**src/rtl/nes_pkg.sv**
```systemverilog
// -----------------------------------------------------------------------------
// nes_pkg
// Shared definitions for the sprite DMA block: the DMA controller state type
// and the two CPU-visible register addresses it cares about.
//   OAMDMA_ADDR  : CPU write here (data = source page) starts a sprite DMA.
//   OAMDATA_ADDR : PPU sprite-memory data port the DMA writes every byte to.
// -----------------------------------------------------------------------------
package nes_pkg;

  typedef enum logic [2:0] {
    ST_IDLE  = 3'd0,
    ST_HALT  = 3'd1,
    ST_ALIGN = 3'd2,
    ST_READ  = 3'd3,
    ST_WRITE = 3'd4
  } dma_state_e;

  localparam logic [15:0] OAMDMA_ADDR  = 16'h4014;
  localparam logic [15:0] OAMDATA_ADDR = 16'h2004;

endpackage

```
**src/rtl/sprite_dma_ctrl.sv**
```systemverilog
// -----------------------------------------------------------------------------
// sprite_dma_ctrl
// Sprite (OAM) DMA controller. A CPU write to $4014 halts the CPU and copies
// the 256 bytes of page {page,8'h00}..{page,8'hFF} to $2004, one read and one
// write per CPU cycle, after a one-cycle halt (plus one alignment cycle when
// odd-cycle alignment is built in and the cycle parity is odd at halt exit).
//
// Build option:
//   SPRITE_DMA_ODD_ALIGN_EN - when defined, HALT goes to ALIGN if the cycle
//   parity bit is 1 at the HALT-exit strobe (514-cycle transfer). When not
//   defined ALIGN is unreachable and every transfer is 513 cycles.
//
// Ports:
//   clk_in          system clock, all registers on rising edge
//   rst_in          synchronous active-high reset
//   ce_in           one-clk CPU-cycle strobe; state only advances when 1
//   cpu_a_in        CPU address bus
//   cpu_d_in        CPU write data
//   cpu_r_nw_in     CPU read/not-write
//   mem_d_in        bus read data, valid on the strobe of a DMA read cycle
//   rdy_out         CPU ready (0 halts the CPU)
//   dma_active_out  DMA owns the bus (READ and WRITE only)
//   dma_a_out       DMA bus address
//   dma_d_out       DMA write data (buffered byte in WRITE, else 0)
//   dma_r_nw_out    DMA read/not-write (0 only in WRITE)
//   state_dbg_out   current controller state, for observation only
//
// Handshake: the CPU bus transfer happens on a clk where ce_in=1. The DMA
// bus outputs are a pure function of the registered state, so they are
// stable for the whole CPU cycle leading up to that strobe; mem_d_in is
// captured on the strobe of a READ cycle. rdy_out=0 tells the CPU to stall
// until the controller is back in IDLE.
// -----------------------------------------------------------------------------
module sprite_dma_ctrl
  import nes_pkg::*;
(
  input  logic        clk_in,
  input  logic        rst_in,
  input  logic        ce_in,
  input  logic [15:0] cpu_a_in,
  input  logic [7:0]  cpu_d_in,
  input  logic        cpu_r_nw_in,
  input  logic [7:0]  mem_d_in,
  output logic        rdy_out,
  output logic        dma_active_out,
  output logic [15:0] dma_a_out,
  output logic [7:0]  dma_d_out,
  output logic        dma_r_nw_out,
  output dma_state_e  state_dbg_out
);

  dma_state_e state_q, state_d;
  logic [7:0] page_q, page_d;
  logic [7:0] index_q, index_d;
  logic [7:0] buffer_q, buffer_d;
  logic       parity_q, parity_d;

  // Next-state logic. Everything holds unless ce_in is high.
  always_comb begin
    state_d  = state_q;
    page_d   = page_q;
    index_d  = index_q;
    buffer_d = buffer_q;
    parity_d = parity_q;
    if (ce_in) begin
      parity_d = ~parity_q;
      case (state_q)
        ST_IDLE: begin
          // Only a write starts a transfer; $4014 writes in other states
          // fall through untouched.
          if (!cpu_r_nw_in && (cpu_a_in == OAMDMA_ADDR)) begin
            page_d  = cpu_d_in;
            index_d = 8'h00;
            state_d = ST_HALT;
          end
        end
        ST_HALT: begin
`ifdef SPRITE_DMA_ODD_ALIGN_EN
          state_d = parity_q ? ST_ALIGN : ST_READ;
`else
          state_d = ST_READ;
`endif
        end
        ST_ALIGN: state_d = ST_READ;
        ST_READ: begin
          buffer_d = mem_d_in;
          state_d  = ST_WRITE;
        end
        ST_WRITE: begin
          // 8-bit wrap is intentional: the page never changes, so $xxFF is
          // the last byte and the transfer ends there.
          index_d = index_q + 8'd1;
          state_d = (index_q == 8'hFF) ? ST_IDLE : ST_READ;
        end
        default: state_d = ST_IDLE;
      endcase
    end
  end

  // Outputs decode the registered state only.
  always_comb begin
    rdy_out        = 1'b0;
    dma_active_out = 1'b0;
    dma_a_out      = 16'h0000;
    dma_d_out      = 8'h00;
    dma_r_nw_out   = 1'b1;
    case (state_q)
      ST_IDLE: rdy_out = 1'b1;
      ST_READ: begin
        dma_active_out = 1'b1;
        dma_a_out      = {page_q, index_q};
      end
      ST_WRITE: begin
        dma_active_out = 1'b1;
        dma_a_out      = OAMDATA_ADDR;
        dma_d_out      = buffer_q;
        dma_r_nw_out   = 1'b0;
      end
      default: ;
    endcase
  end

  assign state_dbg_out = state_q;

  always_ff @(posedge clk_in) begin
    if (rst_in) begin
      state_q  <= ST_IDLE;
      page_q   <= 8'h00;
      index_q  <= 8'h00;
      buffer_q <= 8'h00;
      parity_q <= 1'b0;
    end else begin
      state_q  <= state_d;
      page_q   <= page_d;
      index_q  <= index_d;
      buffer_q <= buffer_d;
      parity_q <= parity_d;
    end
  end

endmodule

```
**config.mk**
```make
export PLATFORM = sky130hd
export DESIGN_NAME = sprite_dma_ctrl
export DESIGN_NICKNAME = d
export VERILOG_FILES = /design/src/rtl/nes_pkg.sv /design/src/rtl/sprite_dma_ctrl.sv
export SDC_FILE = /design/constraint.sdc
export NUM_CORES = 1
export LEC_CHECK = 0
export ABC_AREA = 0
export CORE_MARGIN = 2
export CORE_UTILIZATION = 42
export CTS_BUF_LIST = sky130_fd_sc_hd__clkbuf_4 sky130_fd_sc_hd__clkbuf_8
export DETAILED_ROUTE_END_ITERATION = 12
export GPL_TIMING_DRIVEN = 0
export PLACE_DENSITY = 0.78
export SYNTH_ARGS = -nofsm -noshare
export SYNTH_HDL_FRONTEND = slang
export SYNTH_SLANG_ARGS = --single-unit
```
**constraint.sdc**
```tcl
create_clock -name clk_in -period 2.35 [get_ports clk_in]
set_input_delay 0.47 -clock clk_in [delete_from_list [all_inputs] [get_ports clk_in]]
set_output_delay 0.47 -clock clk_in [all_outputs]
set_load 0.01 [all_outputs]
```
==> results.json <==
{
  "cts_tree": "yes",
  "clk_latency_ns": 0.33,
  "crit_chain": "and2b_2 > buf_6 > and3_1 > clkdlybuf4s50_1",
  "nNetsFinal": 296,
  "htree_levels": 1,
  "outcome": "completed",
  "area_growth_pct": 58.8,
  "slew_violations": 0,
  "viasPerCell": 5.18,
  "max-slew-margin-rel_pct": 66.7,
  "async_reset_ff_share_pct": 0,
  "cpPeakStageDelay_ns": 0.53,
  "synthDistinctLibCells": 32,
  "synth.most_common_cell": "nand2_1",
  "grt_usage_pct": 22.1,
  "skew_ns": 0.00482,
  "clk_pin_slew_worst_paths_ns": 0.15,
  "worst_ep_arrival_time_ns": 1.84,
  "synth-seq-area-share_pct": 38.7,
  "yosys_warnings": 0,
  "die-height_um": 61.7,
  "reg2reg_setup_slack_ns": 0.63,
  "avgSynthCellArea_um2": 7.47,
  "core_um2": 3100,
  "r2r_cells": 8,
  "yosysTopAreaCell": "dfxtp_1",
  "tightest_slew_ns": 0.497,
  "powerDensity_nw_per_um2": 373,
  "antenna_cells": 0,
  "drt-total-wl_um": 3840,
  "clkSinkCount": 27,
  "start_util_pct": 45.0,
  "hp-class": "reg -> reg",
  "ys_ff_latch": 27,
  "drive_above_1_share_pct": 11.2,
  "grt-ovfl-total": 0,
  "min_period_over_period_pct": 98.4,
  "synthTopCellsByCount": "42 x nand2_1, 27 x a21oi_1, 27 x dfxtp_1",
  "placed_cell_area_um2": 2080,
  "end_kind": "output pin",
  "dieWidth_um": 61.7,
  "netlist_area_um2": 1400,
  "wl_per_cell_um": 12.7,
  "dpl.hpwl_um": 2740,
  "r2r-start": "state_dbg_out[2]",
  "yosysTopAreaCellShare_pct": 38.7,
  "leakage_nw": 1.07,
  "cts_buffers": 3,
  "peakVddDrop_mv": 0.365,
  "grt_start_max_net_pins": 17,
  "io_pins": 66,
  "grt_antenna_before_repair": 0,
  "dieArea_um2": 3810,
  "path_class": "reg -> out",
  "finalHoldViolCount": 0,
  "placed_cells": 294,
  "synth_edf_count": 0,
  "fin_cells": 302,
  "postSynthCellCount": 187,
  "postLayoutCellArea_um2": 2220,
  "grt_pass1_wl_um": 6260,
  "cts_root_buf": "clkbuf_4",
  "critPathMaxFanout": 10,
  "finalSetupViolations": 0,
  "cp_slowest_cell": "clkdlybuf4s50_1",
  "cts_hold_buffers": 0,
  "synth_nets": 224,
  "crit_start": "state_dbg_out[2]",
  "cp-endpoint": "dma_a_out[14]",
  "min_period_ns": 2.31,
  "cp-start-kind": "register",
  "rows": 20,
  "port_buffers": 63,
  "cp_data_required_time_ns": 1.88,
  "vias": 1563,
  "worst_slack_ns": 0.0370,
  "drt_pre_antenna_iters": 4,
  "synth_area_leaders": "dfxtp_1 39%, nand2_1 11%, a21oi_1 9.7%",
  "place_congestion": 0.888,
  "dpl_worst_slack_ns": -0.173,
  "ant_nets": 0,
  "synth_ff_type": "dfxtp_1",
  "drc": 0,
  "hold_ws_ns": 0.460,
  "clk_path_buf_depth": 2,
  "fmax_mhz": 432,
  "max_cap_violations": 0,
  "rr_endpoint": "index_q[5]",
  "drtIter0Drc": 104,
  "grt_pass1_vias": 1408
}
[flip-flops by register name (all words and copies together) (netlist names)]
register and flops:
buffer_q 8, state_dbg_out 3, index_q 8, page_q 8
[through the flow]
stage | setup TNS [ns] | util (%) | total power, mW
finish | 0 | 71.5 | 0.828
global route | -0.00303 | 71.5 | 0.859
CTS | 0 | 69.9 | 0.822
detailed placement | -2.72 | 67.1 | 0.611
global placement | -2.44 | 67.1 | 0.610
floorplan | 0 | - | 0.526
[metal layers]
metal / vias to the layer above / routed length (µm) / GRT usage [%]
met3: 6 / 262 / 7.77
met4: 0 / 51 / 5.78
met5: - / 0 / 0
met1: 707 / 1660 / 27.8
li1: 796 / - / -
met2: 54 / 1870 / 35.9
[worst min path at each step]
stage                           start     endpoint  slack [ns]  cells past startpoint
after floorplan           buffer_q[0]  buffer_q[0]        0.43                      2
after global routing      buffer_q[3]  buffer_q[3]        0.48                      2
final                       page_q[6]    page_q[6]        0.46                      2
after global placement    buffer_q[1]  buffer_q[1]        0.44                      2
after detailed placement    page_q[6]    page_q[6]        0.44                      2
after CTS                   page_q[3]    page_q[3]        0.46                      2
[where the power goes]
part | switching [mW] | total, mW | internal (mW)
clock | 0.148 | 0.213 | 0.0652
combinational | 0.0577 | 0.145 | 0.0873
sequential | 0.00773 | 0.469 | 0.462
total | 0.213 | 0.828 | 0.614
[cell families (layout without fill, tap and decap cells)]
kind of cell             after synthesis  count (layout)  synth area share [%]
adder cells (fa/ha/maj)                1               1                 0.895
AO/OA/AOI/OAI                         37              37                  14.2
AND/OR/NAND/NOR                      107             107                  41.5
flip-flops                            27              27                  38.7
buffers and inverters                 15              86                  4.74
[critical path: cells and delay by family (launching register included)]
family	cells	cell delay (ns)
buffers and inverters	2	0.68
AND/OR/NAND/NOR	2	0.44
flip-flops	1	0.38
[cell type report]
class / count / area, µm²
buffer: 12 / 80.1
timing repair buffer: 68 / 701
multi-input combinational: 145 / 795
clock inverter: 1 / 7.51
fill: 290 / 883
clock buffer: 3 / 22.5
sequential: 27 / 552
inverter: 2 / 7.51
tap: 44 / 55.1
[repair_timing]
item | 4_1_cts | 5_1_grt
buffers inserted | 4 | 1
resized for setup | 17 | 20
endpoints found under the hold margin | 0 | 0
pin swaps | 1 | 0
setup endpoints to repair | 26 | 23
[layout by cell type (no fill, tap or decap), types with 2 or more instances in the layout]
cell	n
clkdlybuf4s50_1	47
nor3_2	2
nand2_1	42
clkbuf_4	4
nor3b_1	2
and2_1	8
dlygate4sd2_1	2
dfxtp_4	3
nand3_1	13
nor4b_1	2
clkbuf_1	4
a31oi_1	6
nor3_1	6
or2_2	3
and3_1	16
inv_1	2
a21oi_1	27
buf_4	6
dfxtp_1	24
nor2_1	3
buf_2	2
buf_6	2
dlymetal6s2s_1	14
No activity file was read; power rests on OpenSTA's default activity.
